$ cat config.mk
export PLATFORM = sky130hd
export DESIGN_NAME = alu_cmd_sequencer
export DESIGN_NICKNAME = d
export VERILOG_FILES = /design/src/rtl/alu_pkg.sv /design/src/rtl/alu_cmd_sequencer.sv
export SDC_FILE = /design/constraint.sdc
export NUM_CORES = 1
export LEC_CHECK = 0
export ABC_AREA = 1
export BUFFER_PORTS_ARGS = -buffer_cell sky130_fd_sc_hd__buf_2
export CAP_MARGIN = 20
export CORE_UTILIZATION = 30
export CTS_CLUSTER_SIZE = 25
export DETAILED_ROUTE_END_ITERATION = 8
export HOLD_SLACK_MARGIN = 0.12
export SYNTH_ARGS = -nofsm -noshare
export SYNTH_HDL_FRONTEND = slang
export SYNTH_SLANG_ARGS = --single-unit
$ cat constraint.sdc
create_clock -name clk -period 6.4 [get_ports clk]
set_clock_uncertainty 0.2 [all_clocks]
set_input_delay 1.92 -clock clk [delete_from_list [all_inputs] [get_ports clk]]
set_output_delay 1.92 -clock clk [all_outputs]
set_load 0.02 [all_outputs]
$ cat src/rtl/alu_pkg.sv
// Shared definitions for the 74381-style ALU and its command sequencer.
package alu_pkg;

  localparam int unsigned WIDTH_DEFAULT = 32;

  // ALU function select codes; the sequencer passes these through untouched.
  localparam logic [2:0] OP_CLR = 3'b000;
  localparam logic [2:0] OP_BMA = 3'b001;
  localparam logic [2:0] OP_AMB = 3'b010;
  localparam logic [2:0] OP_ADD = 3'b011;
  localparam logic [2:0] OP_XOR = 3'b100;
  localparam logic [2:0] OP_OR  = 3'b101;
  localparam logic [2:0] OP_AND = 3'b110;
  localparam logic [2:0] OP_PRE = 3'b111;

  typedef enum logic [1:0] {
    StIdle   = 2'd0,
    StSettle = 2'd1,
    StResult = 2'd2
  } seq_state_e;

endpackage

$ cat src/rtl/alu_cmd_sequencer.sv
// Command front end for the ALU: registers operands onto the ALU inputs, waits a
// programmable settle time, captures the result and hands it downstream.
module alu_cmd_sequencer
  import alu_pkg::*;
#(
  parameter int unsigned WIDTH         = WIDTH_DEFAULT,
  parameter int unsigned SETTLE_CYCLES = 1
) (
  input  logic             clk,
  input  logic             rst,
  input  logic             cmd_valid,
  output logic             cmd_ready,
  input  logic [WIDTH-1:0] cmd_a,
  input  logic [WIDTH-1:0] cmd_b,
  input  logic [2:0]       cmd_s,
  input  logic             cmd_cin,
  input  logic             cmd_chain,
  output logic [WIDTH-1:0] alu_a,
  output logic [WIDTH-1:0] alu_b,
  output logic [2:0]       alu_s,
  output logic             alu_cin,
  input  logic [WIDTH-1:0] alu_f,
  input  logic             alu_cout,
  input  logic             alu_ovf,
  output logic             res_valid,
  input  logic             res_ready,
  output logic [WIDTH-1:0] res_f,
  output logic             res_cout,
  output logic             res_ovf,
  output logic             ovf_sticky,
  output logic             busy
);

  localparam logic [3:0] CntInit = 4'(SETTLE_CYCLES - 1);

  seq_state_e       state_q, state_d;
  logic [3:0]       cnt_q, cnt_d;
  logic [WIDTH-1:0] alu_a_q, alu_a_d, alu_b_q, alu_b_d;
  logic [2:0]       alu_s_q, alu_s_d;
  logic             alu_cin_q, alu_cin_d;
  logic [WIDTH-1:0] res_f_q, res_f_d;
  logic             res_cout_q, res_cout_d;
  logic             res_ovf_q, res_ovf_d;
  logic             res_valid_q, res_valid_d;
  logic             sticky_q, sticky_d;
  logic             accept;

  // Handshake: accept when idle, or when the held result retires this edge.
  always_comb begin
    cmd_ready = (state_q == StIdle) || ((state_q == StResult) && res_ready);
    accept    = cmd_valid && cmd_ready;
  end

  // Next-state logic: FSM sequencing, capture, and command load.
  always_comb begin
    state_d     = state_q;
    cnt_d       = cnt_q;
    alu_a_d     = alu_a_q;
    alu_b_d     = alu_b_q;
    alu_s_d     = alu_s_q;
    alu_cin_d   = alu_cin_q;
    res_f_d     = res_f_q;
    res_cout_d  = res_cout_q;
    res_ovf_d   = res_ovf_q;
    res_valid_d = res_valid_q;
    sticky_d    = sticky_q;

    unique case (state_q)
      StIdle: begin
        if (accept) state_d = StSettle;
      end
      StSettle: begin
        if (cnt_q == 4'd0) begin
          res_f_d     = alu_f;
          res_cout_d  = alu_cout;
          res_ovf_d   = alu_ovf;
          res_valid_d = 1'b1;
          sticky_d    = sticky_q | alu_ovf;
          state_d     = StResult;
        end else begin
          cnt_d = cnt_q - 4'd1;
        end
      end
      StResult: begin
        if (res_ready) begin
          res_valid_d = 1'b0;
          state_d     = accept ? StSettle : StIdle;
        end
      end
      default: state_d = StIdle;
    endcase

    // Chain uses the result register as it stands, i.e. the value retiring now.
    if (accept) begin
      alu_a_d   = cmd_chain ? res_f_q : cmd_a;
      alu_b_d   = cmd_b;
      alu_s_d   = cmd_s;
      alu_cin_d = cmd_cin;
      cnt_d     = CntInit;
      if (!cmd_chain) sticky_d = 1'b0;
    end
  end

  // State and datapath registers, cleared asynchronously.
  always_ff @(posedge clk or posedge rst) begin
    if (rst) begin
      state_q     <= StIdle;
      cnt_q       <= 4'd0;
      alu_a_q     <= '0;
      alu_b_q     <= '0;
      alu_s_q     <= 3'd0;
      alu_cin_q   <= 1'b0;
      res_f_q     <= '0;
      res_cout_q  <= 1'b0;
      res_ovf_q   <= 1'b0;
      res_valid_q <= 1'b0;
      sticky_q    <= 1'b0;
    end else begin
      state_q     <= state_d;
      cnt_q       <= cnt_d;
      alu_a_q     <= alu_a_d;
      alu_b_q     <= alu_b_d;
      alu_s_q     <= alu_s_d;
      alu_cin_q   <= alu_cin_d;
      res_f_q     <= res_f_d;
      res_cout_q  <= res_cout_d;
      res_ovf_q   <= res_ovf_d;
      res_valid_q <= res_valid_d;
      sticky_q    <= sticky_d;
    end
  end

  assign alu_a      = alu_a_q;
  assign alu_b      = alu_b_q;
  assign alu_s      = alu_s_q;
  assign alu_cin    = alu_cin_q;
  assign res_f      = res_f_q;
  assign res_cout   = res_cout_q;
  assign res_ovf    = res_ovf_q;
  assign res_valid  = res_valid_q;
  assign ovf_sticky = sticky_q;
  assign busy       = (state_q != StIdle);

endmodule

== Word-level counts from Yosys, hierarchy flattened ==
Cells that the tools add are included.
Operators by class
  equal/unequal tests: 6
  add/sub/neg operators: 1
  mux-type cells: 16
  bitwise operators: 1
  reductions and logical operators: 12
Operators with widths (number)
  32-bit 2-to-1 mux: 1
  4-bit 2-to-1 mux: 3
  2-bit != test (second input constant): 4
  1-bit 2-to-1 mux: 7
  2-bit 2-to-1 mux: 3
  2-bit case mux with 3 select lines: 1
  3-bit AND reduction: 2
  2-bit nonzero test: 3
  4-bit zero test: 1
  2-bit AND reduction: 2
  4-bit by 1-bit subtractor with 4-bit output (second input constant): 1
  2-bit by 1-bit == test with 1-bit output (second input constant): 1
  2-bit == test (second input constant): 1
  1-bit logical AND: 2
  2-bit zero test: 1
  1-bit case mux with 2 select lines: 1
  1-bit logical OR: 1
  1-bit bitwise OR: 1
Word-level totals
  input port bits: 107
  word-level logic and storage cells: 47
  flip-flop bits (word level): 110
  output and inout bits: 106

== Logic depth before layout (Yosys ltp) ==
  depth in word-level cells: 7
  depth in mapped cells: 8
  depth with buffers taken out: 7

== Worst setup path after synthesis ==
No wires, ideal clock.
  path type: input -> output
  start point: input port res_ready
  end point: output port cmd_ready
  buffers on the path: 1
  required time: 4280 ps
  cell stages on the path: 3
  arrival time: 2481 ps
  setup slack: 1799 ps
  cells stage by stage: inv_1 -> a21oi_2 -> buf_4
On the way
  longest elaborated chain between the ends: 2
RTL lines
  from (decl): RTL line alu_cmd_sequencer.sv:26  | input logic res_ready,
  1-bit logical AND: RTL line alu_cmd_sequencer.sv:50  | cmd_ready = (state_q == StIdle) || ((state_q == StResult) && res_ready);
  1-bit logical OR: RTL line alu_cmd_sequencer.sv:50
  to (decl): RTL line alu_cmd_sequencer.sv:12  | output logic cmd_ready,
No other way between the ends.

== Worst setup path in the final report ==
Ends and elaborated chain as after synthesis.

==> impl_metrics.ini <==
[timing]
worst_slew_pin_slew_ns = 1.07
period_minus_slack_ns = 4.60
hold_viol_final = 0
fin_tns_setup_ns = 0
rsz0062_at_grt = no
setup_ws_ns = 1.80
fin_crit_sh_pct = 71.8
slew_headroom_pct = 28.5
slew_violations = 0
finalSetupViolCount = 0
max_freq_ghz = 0.218

[setup_path]
r2r_setup_slack_ns = 4.31
start_kind = primary input
worstPathMaxFanout = 3
criticalPathCategory = in -> out
arrival_ns = 2.48
cp-end-kind = primary output
required_ns = 4.28

[yosys]
synth_top_family_by_area = simple AND/OR/NAND/NOR gates
yosysSeqAreaShare_pct = 59.8
synth-compound-area-share_pct = 4.38
synth_warnings = 0
synth.area.mux_share_pct = 6.96
yosysUniqueCellTypes = 25
syn-num-nets = 595
synth_area_mm2 = 0.00460
synth-adder-area-share_pct = 0.272
synth_xor_area_share_pct = 0.190
yosys.area_share.simple_pct = 23.4
avgSynthCellArea_um2 = 9.45
syn_inst = 487
ys_ff_latch = 110

[die]
die_h_um = 126
start_util_pct = 31.2
rows = 44
io_pins = 213
die_x_um = 126
coreArea_mm2 = 0.0148
dieArea_mm2 = 0.0158

[route]
dr.pass1.iters = 4
wirelength_um = 11800
vias = 3913
ant_nets = 0
wl_per_cell_um = 13.5
via_per_inst = 4.48
drt_iter0_drc = 148
route.detailed.drc = 0

[global_routing]
grt_usage_pct = 15.4
grt_pass1_vias = 3709
antenna_found_initial = 0
grt_max_degree = 87
overflow = 0
grt_pass1_wl_um = 19200

[clock_tree]
clock_path_buffers = 2
postCtsHoldBufs = 0
postCtsSetupRepairBufs = 0
h-tree-depth = 3
clk-insertion-delay-late_ns = 0.34
clkSinkCount = 110
cts_tree = done
cts_resized = 0
clockRootBuffer = clkbuf_16
numCtsBuffers = 9
cts.reportedPaths.clkPinSlew_ns = 0.06

[cells_and_area]
fin_nets = 793
final-instance-count-excl-fill = 873
fillerInstances = 1530
antenna_cells = 0
layout_common_cells = 214 x nand2_1, 212 x buf_2, 110 x dfrtp_1
final_common_cell = nand2_1
finalInstanceArea_mm2 = 0.00604
drive_gt1_share_pct = 34.4
syn_to_final_growth_pct = 31.3
seq_area_mm2 = 0.00275
multi_input_area_mm2 = 0.00163

[placed_design]
place_ws_ns = 1.76
dp_hpwl_um = 8270
place_area_mm2 = 0.00574
post-place-cells = 858
port_buffers = 212
gp_congestion = 0.724

[power_and_ir_drop]
ir_worst_vdd_mv = 0.219
p_leak_nw = 3.44
p_total_mw = 3.24
powerDensity_mw_per_mm2 = 536

[flow_run]
drv_cap = 0

[min_path]
worstHoldPathType = reg -> reg

[outcome]
status = finished, final reports clean
critical path, stage by stage:
cell     delay [ns]
buf_2          0.09
inv_1          0.06
a21oi_2        0.20
buf_2          0.20
where the power goes:
| part | total (mW) | switching (mW) | leakage (nW) | internal, mW |
|---|---|---|---|---|
| combinational | 1.44 | 0.979 | 1.93 | 0.463 |
| clock | 0.566 | 0.243 | 0.149 | 0.323 |
| sequential | 1.23 | 0.199 | 1.36 | 1.03 |
sequential cells by signal, summed over array words and instances (netlist names):
name	cells
alu_a	32
alu_b	32
alu_cin	1
alu_s	3
cnt_q	4
ovf_sticky	1
res_cout	1
res_f	32
res_ovf	1
res_valid	1
state_q	2
stage by stage:
stage	util, %	hold WS, ns
2_1_floorplan	-	0.302
3_3_place_gp	38.9	0.257
3_5_place_dp	38.9	0.260
4_1_cts	41.0	0.277
5_1_grt	41.0	0.289
6_report	41.0	0.271
synth_stat cells:
cell type  instances  area share (%)
xor2_1             1            0.19
clkbuf_1           5            0.41
nor2_1             3            0.24
o21ai_0           34             3.7
inv_1              9            0.73
buf_4             11             1.8
mux2i_1           32             7.0
inv_2              1           0.082
nand3_2            1            0.22
o21ai_1            1            0.11
nand2_2            2            0.27
inv_4              1            0.14
nor2_8             1            0.44
dfrtp_1          110              60
nand3_1           42             4.6
nor3_1             1            0.11
clkbuf_4           1            0.16
a21oi_1            2            0.22
ha_1               1            0.27
o31ai_1            1            0.16
a21oi_2            1            0.19
buf_6              3            0.73
buf_2              8            0.87
nand2_1          214              17
nand4_1            1            0.14
layer usage:
layer | share of wire, % | up-vias | global-route usage (%)
li1 | - | 1953 | -
met1 | 49 | 1766 | 20.5
met2 | 41 | 180 | 23.4
met3 | 8.7 | 14 | 4.50
met4 | 1.5 | 0 | 6.17
met5 | 0 | - | 0
final cells by class:
cell class	instances	area share, %
sequential	110	45.6
multi-input combinational	338	27.0
timing repair buffer	215	17.9
clock buffer	12	4.25
tap	184	3.81
inverter	11	0.766
clock inverter	3	0.725
worst paths after layout:
path / startpoint / to / cells past startpoint
worst max-delay path: res_ready / cmd_ready / 4
worst min-delay path: alu_b[0] / alu_b[0] / 2
worst max register to register: cnt_q[0] / res_f[2] / 7
worst min register to register: alu_b[0] / alu_b[0] / 2
max in group asynchronous: rst / alu_b[29] / 3
min in group asynchronous: rst / alu_b[19] / 2
cells by family after synthesis:
group | after synthesis
compound gates | 39
mux | 32
xor+xnor | 1
buf+inv | 39
flops | 110
fa+ha+maj | 1
simple gates | 265
No activity file was read; power rests on OpenSTA's default activity.
